[src/rtl/radio_frame_scheduler_if.sv]
// rtl/radio_frame_scheduler_if.sv - sample push, control and framed serial output bundle
interface radio_frame_scheduler_if;
    logic        ENABLE;
    logic [7:0]  SAMPLE_DATA;
    logic        SAMPLE_VALID;
    logic        CLR_OVERRUN;
    logic        DATA_OUT;
    logic        BIT_VALID;
    logic        SYNC;
    logic [15:0] FRAME_CNT;
    logic        OVERRUN;
    logic        BUSY;

    modport master (
        output ENABLE, SAMPLE_DATA, SAMPLE_VALID, CLR_OVERRUN,
        input  DATA_OUT, BIT_VALID, SYNC, FRAME_CNT, OVERRUN, BUSY
    );

    modport slave (
        input  ENABLE, SAMPLE_DATA, SAMPLE_VALID, CLR_OVERRUN,
        output DATA_OUT, BIT_VALID, SYNC, FRAME_CNT, OVERRUN, BUSY
    );
endinterface

[src/rtl/radio_frame_scheduler.sv]
// rtl/radio_frame_scheduler.sv - buffers radio samples and serialises preamble/payload/checksum frames
module radio_frame_scheduler #(
    parameter int         FRAME_WORDS = 4,
    parameter logic [7:0] SYNC_WORD   = 8'hA5,
    parameter int         FIFO_DEPTH  = 4
) (
    input  logic                    SYS_CLK,
    input  logic                    RST_N,
    radio_frame_scheduler_if.slave  bus
);
    localparam int          AW        = (FIFO_DEPTH > 1) ? $clog2(FIFO_DEPTH) : 1;
    localparam logic [AW:0] DEPTH     = (AW+1)'(FIFO_DEPTH);
    localparam logic [15:0] LAST_WORD = 16'(FRAME_WORDS - 1);

    typedef enum logic [1:0] {IDLE, PREAMBLE, PAYLOAD, CHECKSUM} state_t;

    state_t      state;
    logic [2:0]  bit_idx;
    logic [15:0] word_idx;
    logic [7:0]  word_sr;
    logic [7:0]  csum;
    logic        data_out, bit_valid, sync, busy, overrun;
    logic [15:0] frame_cnt;

    logic [7:0]  mem [FIFO_DEPTH];
    logic [AW-1:0] wr_ptr, rd_ptr;
    logic [AW:0] count;
    logic [7:0]  head;
    logic        fifo_empty, fifo_full, pop, push, drop;

    assign head       = mem[rd_ptr];
    assign fifo_empty = (count == '0);
    assign fifo_full  = (count == DEPTH);
    // Pops only at a payload word boundary; an empty FIFO there stalls the frame.
    assign pop  = (state == PAYLOAD) && (bit_idx == 3'd0) && !fifo_empty;
    assign push = bus.SAMPLE_VALID && (!fifo_full || pop);
    assign drop = bus.SAMPLE_VALID && fifo_full && !pop;

    assign bus.DATA_OUT  = data_out;
    assign bus.BIT_VALID = bit_valid;
    assign bus.SYNC      = sync;
    assign bus.FRAME_CNT = frame_cnt;
    assign bus.OVERRUN   = overrun;
    assign bus.BUSY      = busy;

    always_ff @(posedge SYS_CLK) begin
        if (push) mem[wr_ptr] <= bus.SAMPLE_DATA;
    end

    always_ff @(posedge SYS_CLK or negedge RST_N) begin
        if (!RST_N) begin
            wr_ptr  <= '0;
            rd_ptr  <= '0;
            count   <= '0;
            overrun <= 1'b0;
        end else begin
            if (push) wr_ptr <= wr_ptr + AW'(1);
            if (pop)  rd_ptr <= rd_ptr + AW'(1);
            case ({push, pop})
                2'b10:   count <= count + (AW+1)'(1);
                2'b01:   count <= count - (AW+1)'(1);
                default: count <= count;
            endcase
            if (drop)                 overrun <= 1'b1;
            else if (bus.CLR_OVERRUN) overrun <= 1'b0;
        end
    end

    always_ff @(posedge SYS_CLK or negedge RST_N) begin
        if (!RST_N) begin
            state     <= IDLE;
            bit_idx   <= '0;
            word_idx  <= '0;
            word_sr   <= '0;
            csum      <= '0;
            data_out  <= 1'b0;
            bit_valid <= 1'b0;
            sync      <= 1'b0;
            busy      <= 1'b0;
            frame_cnt <= '0;
        end else begin
            data_out  <= 1'b0;
            bit_valid <= 1'b0;
            sync      <= 1'b0;
            case (state)
                IDLE: begin
                    busy <= bus.ENABLE;
                    if (bus.ENABLE) begin
                        state     <= PREAMBLE;
                        data_out  <= SYNC_WORD[0];
                        bit_valid <= 1'b1;
                        sync      <= 1'b1;
                        bit_idx   <= 3'd1;
                    end
                end
                PREAMBLE: begin
                    data_out  <= SYNC_WORD[bit_idx];
                    bit_valid <= 1'b1;
                    sync      <= (bit_idx == 3'd0);
                    bit_idx   <= bit_idx + 3'd1;
                    if (bit_idx == 3'd7) begin
                        state    <= PAYLOAD;
                        csum     <= '0;
                        word_idx <= '0;
                    end
                end
                PAYLOAD: begin
                    if (bit_idx == 3'd0) begin
                        if (!fifo_empty) begin
                            word_sr   <= head;
                            data_out  <= head[0];
                            bit_valid <= 1'b1;
                            csum      <= csum ^ head;
                            bit_idx   <= 3'd1;
                        end
                    end else begin
                        data_out  <= word_sr[bit_idx];
                        bit_valid <= 1'b1;
                        bit_idx   <= bit_idx + 3'd1;
                        if (bit_idx == 3'd7) begin
                            if (word_idx == LAST_WORD) state <= CHECKSUM;
                            else                       word_idx <= word_idx + 16'd1;
                        end
                    end
                end
                CHECKSUM: begin
                    data_out  <= csum[bit_idx];
                    bit_valid <= 1'b1;
                    bit_idx   <= bit_idx + 3'd1;
                    if (bit_idx == 3'd7) begin
                        frame_cnt <= frame_cnt + 16'd1;
                        if (bus.ENABLE) begin
                            state <= PREAMBLE;
                        end else begin
                            state <= IDLE;
                            busy  <= 1'b0;
                        end
                    end
                end
                default: begin
                    state <= IDLE;
                    busy  <= 1'b0;
                end
            endcase
        end
    end
endmodule

[src/flat_wrapper.sv]
// flat-port wrapper written by rule: the top's interface ports become plain ports
module radio_frame_scheduler_flat 
#(
    parameter int         FRAME_WORDS = 4,
    parameter logic [7:0] SYNC_WORD   = 8'hA5,
    parameter int         FIFO_DEPTH  = 4
)
  (SYS_CLK, RST_N, bus_ENABLE, bus_SAMPLE_DATA, bus_SAMPLE_VALID, bus_CLR_OVERRUN, bus_DATA_OUT, bus_BIT_VALID, bus_SYNC, bus_FRAME_CNT, bus_OVERRUN, bus_BUSY);
  radio_frame_scheduler_if bus_i ();
  input  logic SYS_CLK;
  input  logic RST_N;
  input wire logic [$bits(bus_i.ENABLE)-1:0] bus_ENABLE;
  input wire logic [$bits(bus_i.SAMPLE_DATA)-1:0] bus_SAMPLE_DATA;
  input wire logic [$bits(bus_i.SAMPLE_VALID)-1:0] bus_SAMPLE_VALID;
  input wire logic [$bits(bus_i.CLR_OVERRUN)-1:0] bus_CLR_OVERRUN;
  output wire logic [$bits(bus_i.DATA_OUT)-1:0] bus_DATA_OUT;
  output wire logic [$bits(bus_i.BIT_VALID)-1:0] bus_BIT_VALID;
  output wire logic [$bits(bus_i.SYNC)-1:0] bus_SYNC;
  output wire logic [$bits(bus_i.FRAME_CNT)-1:0] bus_FRAME_CNT;
  output wire logic [$bits(bus_i.OVERRUN)-1:0] bus_OVERRUN;
  output wire logic [$bits(bus_i.BUSY)-1:0] bus_BUSY;
  assign bus_i.ENABLE = bus_ENABLE;
  assign bus_i.SAMPLE_DATA = bus_SAMPLE_DATA;
  assign bus_i.SAMPLE_VALID = bus_SAMPLE_VALID;
  assign bus_i.CLR_OVERRUN = bus_CLR_OVERRUN;
  assign bus_DATA_OUT = bus_i.DATA_OUT;
  assign bus_BIT_VALID = bus_i.BIT_VALID;
  assign bus_SYNC = bus_i.SYNC;
  assign bus_FRAME_CNT = bus_i.FRAME_CNT;
  assign bus_OVERRUN = bus_i.OVERRUN;
  assign bus_BUSY = bus_i.BUSY;
  radio_frame_scheduler #(.FRAME_WORDS(FRAME_WORDS), .SYNC_WORD(SYNC_WORD), .FIFO_DEPTH(FIFO_DEPTH)) u_core (.SYS_CLK(SYS_CLK), .RST_N(RST_N), .bus(bus_i));
endmodule
[config.mk]
export PLATFORM = sky130hd
export DESIGN_NAME = radio_frame_scheduler_flat
export DESIGN_NICKNAME = d
export VERILOG_FILES = /design/src/rtl/radio_frame_scheduler_if.sv /design/src/rtl/radio_frame_scheduler.sv /design/src/flat_wrapper.sv
export SDC_FILE = /design/constraint.sdc
export NUM_CORES = 1
export LEC_CHECK = 0
export ABC_CLOCK_PERIOD_IN_PS = 3800
export BUFFER_PORTS_ARGS = -buffer_cell sky130_fd_sc_hd__buf_2
export CAP_MARGIN = 0
export CORE_UTILIZATION = 56
export CTS_BUF_LIST = sky130_fd_sc_hd__clkbuf_8
export DETAILED_ROUTE_END_ITERATION = 10
export GPL_ROUTABILITY_DRIVEN = 0
export PLACE_DENSITY = 0.78
export REMOVE_ABC_BUFFERS = 1
export SKIP_LAST_GASP = 1
export SLEW_MARGIN = 20
export SYNTH_ARGS = -nofsm -noshare
export SYNTH_HDL_FRONTEND = slang
export SYNTH_SLANG_ARGS = --single-unit
[constraint.sdc]
create_clock -name SYS_CLK -period 3.8 [get_ports SYS_CLK]
set_clock_uncertainty 0.2 [all_clocks]
set_input_delay 0.19 -clock SYS_CLK [delete_from_list [all_inputs] [get_ports SYS_CLK]]
set_output_delay 0.19 -clock SYS_CLK [all_outputs]
set_load 0.01 [all_outputs]
==> impl_metrics.ini <==
[timing]
slew_headroom = 0.538
setup_slack_ns = 1.00
tns_ns = 0
setup_violations = 0
rsz0062_at_grt = no
final-max-slew-violation-count = 0
period_needed_ns = 2.80
timing_hold_violations_final = 0
fmax_mhz = 357
min_period_over_period = 0.736
worst_hold_slack_ns = 0.0873
tightest_slew_ns = 0.687

[critical_path]
reg2reg_depth = 8
cp_max_fo = 10
critical_path_arrival_ns = 2.86
r2r-end = u_core.count[2]
ff2ff_setup_slack_ns = 1.00
slowest_delay_ns = 0.55
reg2reg_from = u_core.bit_idx[0]
cp_slowest_cell = dfrtp_1
worstPathCellList = inv_1, ha_1, nand3b_1, nor2_2, nand2_1, fa_1, mux2_2, xnor2_1
worstSetupPathType = reg -> reg
critPathCaptureType = register
required_ns = 3.86
cp-start-kind = register
timing.critical_path.buf_inv = 1
critical-path-top-delay-family = simple AND/OR/NAND/NOR gates

[logic_synthesis]
synth_common_cells = dfrtp_1, nand2_1, edfxtp_1, nor2_1, xnor2_1
synth_flop_cell = dfrtp_1
ys_warn_count = 0
ys_async_sr_fraction = 0.670
yosysUniqueCellTypes = 50
synth_edf_count = 32
synth_area_per_cell_um2 = 11.9
synth_top_area_frac = 0.359
seq_area_frac_synth = 0.571
synth_area_leaders = dfrtp_1, edfxtp_1, mux4_2, xnor2_1, nand2_1
ys_ff_latch = 97
yosysMostFrequentCell = dfrtp_1
syn_area_um2 = 4530
syn-instance-count = 381
yosys.area.top_type = dfrtp_1

[die]
start_util = 0.584
fp.dieH_um = 92.0
coreArea_um2 = 7770
fp-row-count = 32
die_w_um = 92.0
num_io_pins = 34
dieArea_um2 = 8460

[clock_tree]
htreeDepth = 3
cts.clk_slew.worst_paths_ns = 0.09
cts.sinks = 97
cts_buffer_depth = 2
clk_latency_ns = 0.37
post_cts_resized = 0
cts_tree = built
numCtsBuffers = 9
cts_root_buf = clkbuf_8

[route]
drc = 0
initialDrtViolationCount = 132
routedWlPerCell_um = 14.9
drt_wl_total_um = 7950
drtAntennaViolNets = 0
num_vias = 2934
firstDrtPassIters = 4
viasPerCell = 5.50

[min_path]
min_from = bus_SAMPLE_VALID
min_path_type = in -> reg
holdPathStages = 4
holdPathEnd = u_core.wr_ptr[0]

[cells_and_area]
nets = 454
syn2layout_area_growth_pct = 12.4
n_antenna_cell = 0
fillers = 578
drive_above_1_share = 0.162

[place]
io_buffers = 33
hpwl_um = 5660
place_ws_ns = 1.01

[power_and_ir_drop]
p_comb_frac = 0.350
p_int_w = 0.00217
power_leakage_nw = 2.21
p_switching_w = 0.00123
ir_worst_vdd_mv = 0.472
seqPwrFrac = 0.450
pwr-share-clk = 0.201
power_density_nw_per_um2 = 666
swShare = 0.362

[global_routing]
grt_usage = 0.213
overflow = 0
grt_antenna_before_repair = 0
grt_max_degree = 36
grt_pass1_wl_um = 13800
grt_pass1_vias = 2939

[status]
status = completed

[job]
cap_viol_max_count = 0
==> stage by stage <==
| stage | instances | total power (W) | utilization | instance area (um^2) |
|---|---|---|---|---|
| 6_report | 533 | 0.00339 | 0.656 | 5100 |
| 5_1_grt | 533 | 0.00363 | 0.656 | 5100 |
| 4_1_cts | 533 | 0.00343 | 0.656 | 5100 |
| 3_5_place_dp | 505 | 0.00274 | 0.615 | 4780 |
| 3_3_place_gp | 505 | 0.00269 | 0.615 | 4780 |
| 2_1_floorplan | 368 | 0.00238 | - | 4470 |
==> power groups by stage <==
stage               sequential (W)  clock [W]  combinational, W
floorplan                  0.00151          0          0.000874
global placement           0.00154          0           0.00114
detailed placement         0.00155          0           0.00119
CTS                        0.00153   0.000694           0.00120
global route               0.00156   0.000729           0.00134
finish                     0.00153   0.000682           0.00119
==> worst register-to-register path: cells and delay by family (launching register included) <==
family	cells	cell delay, ns
fa+ha+maj	2	0.66
flops	1	0.55
mux	1	0.29
buf+inv	1	0.15
xor+xnor	1	0.12
simple gates	3	0.72
==> cells by family after synthesis <==
kind of cell / Yosys count / synth area share
AO/OA/AOI/OAI: 41 / 0.0574
XOR/XNOR: 38 / 0.0734
adder cells (fa/ha/maj): 15 / 0.0431
buffers and inverters: 30 / 0.0284
flip-flops: 97 / 0.571
multiplexers: 19 / 0.0731
AND/OR/NAND/NOR: 141 / 0.154
==> worst max-delay path by stage <==
stage | start | end | depth (start not counted)
after floorplan | u_core.bit_idx[0] | u_core.csum[1] | 6
after global placement | u_core.bit_idx[0] | u_core.count[2] | 8
after detailed placement | u_core.bit_idx[0] | u_core.count[2] | 8
after CTS | u_core.bit_idx[0] | u_core.count[2] | 8
after global routing | u_core.bit_idx[0] | u_core.count[2] | 8
final | u_core.bit_idx[0] | u_core.count[2] | 8
==> state kept, by name, indices dropped and copies added (netlist names) <==
name and cells:
u_core.bit_idx 3, u_core.bus.BIT_VALID 1, u_core.bus.BUSY 1, u_core.bus.DATA_OUT 1, u_core.bus.FRAME_CNT 16, u_core.bus.OVERRUN 1
u_core.bus.SYNC 1, u_core.count 3, u_core.csum 8, u_core.mem 32, u_core.rd_ptr 2, u_core.state 2
u_core.word_idx 16, u_core.word_sr 8, u_core.wr_ptr 2
==> repair_timing <==
| item | CTS | global route |
|---|---|---|
| setup buffers | 0 | 0 |
| hold buffers | 12 | 0 |
| hold endpoints to repair | 66 | 0 |
| setup endpoints to repair | 0 | 0 |
==> cells in the final DEF (no fill, tap or decap), drive strengths merged, types with 4 or more instances in the layout <==
cell type     n
a21oi        12
and2          6
buf          35
clkbuf       10
dfrtp        65
dlygate4sd3  12
edfxtp       32
ha           14
inv          19
mux2i         5
mux4         11
nand2        51
nand2b        4
nand3        14
nand4        10
nor2         26
nor3          6
o21ai        13
or3           6
xnor2        23
xor2         15
==> area by class of cell <==
type                    count  area (um^2)  area share
flip-flops and latches     97         2590       0.508
multi-input cells         254         1820       0.356
repair buffers             47          300      0.0589
clock buffers              10          138      0.0270
well taps                 102          128      0.0250
clock inverters             6         63.8      0.0125
inverters                  17         63.8      0.0125
==> routing by layer <==
layer  wire (um)  track usage  up-vias
met5           0            0        -
met4         176       0.0885        0
met1        3500        0.263     1412
met3         323       0.0730       15
li1            -            -     1437
met2        3950        0.344       70
(Power assumes the default switching activity.)
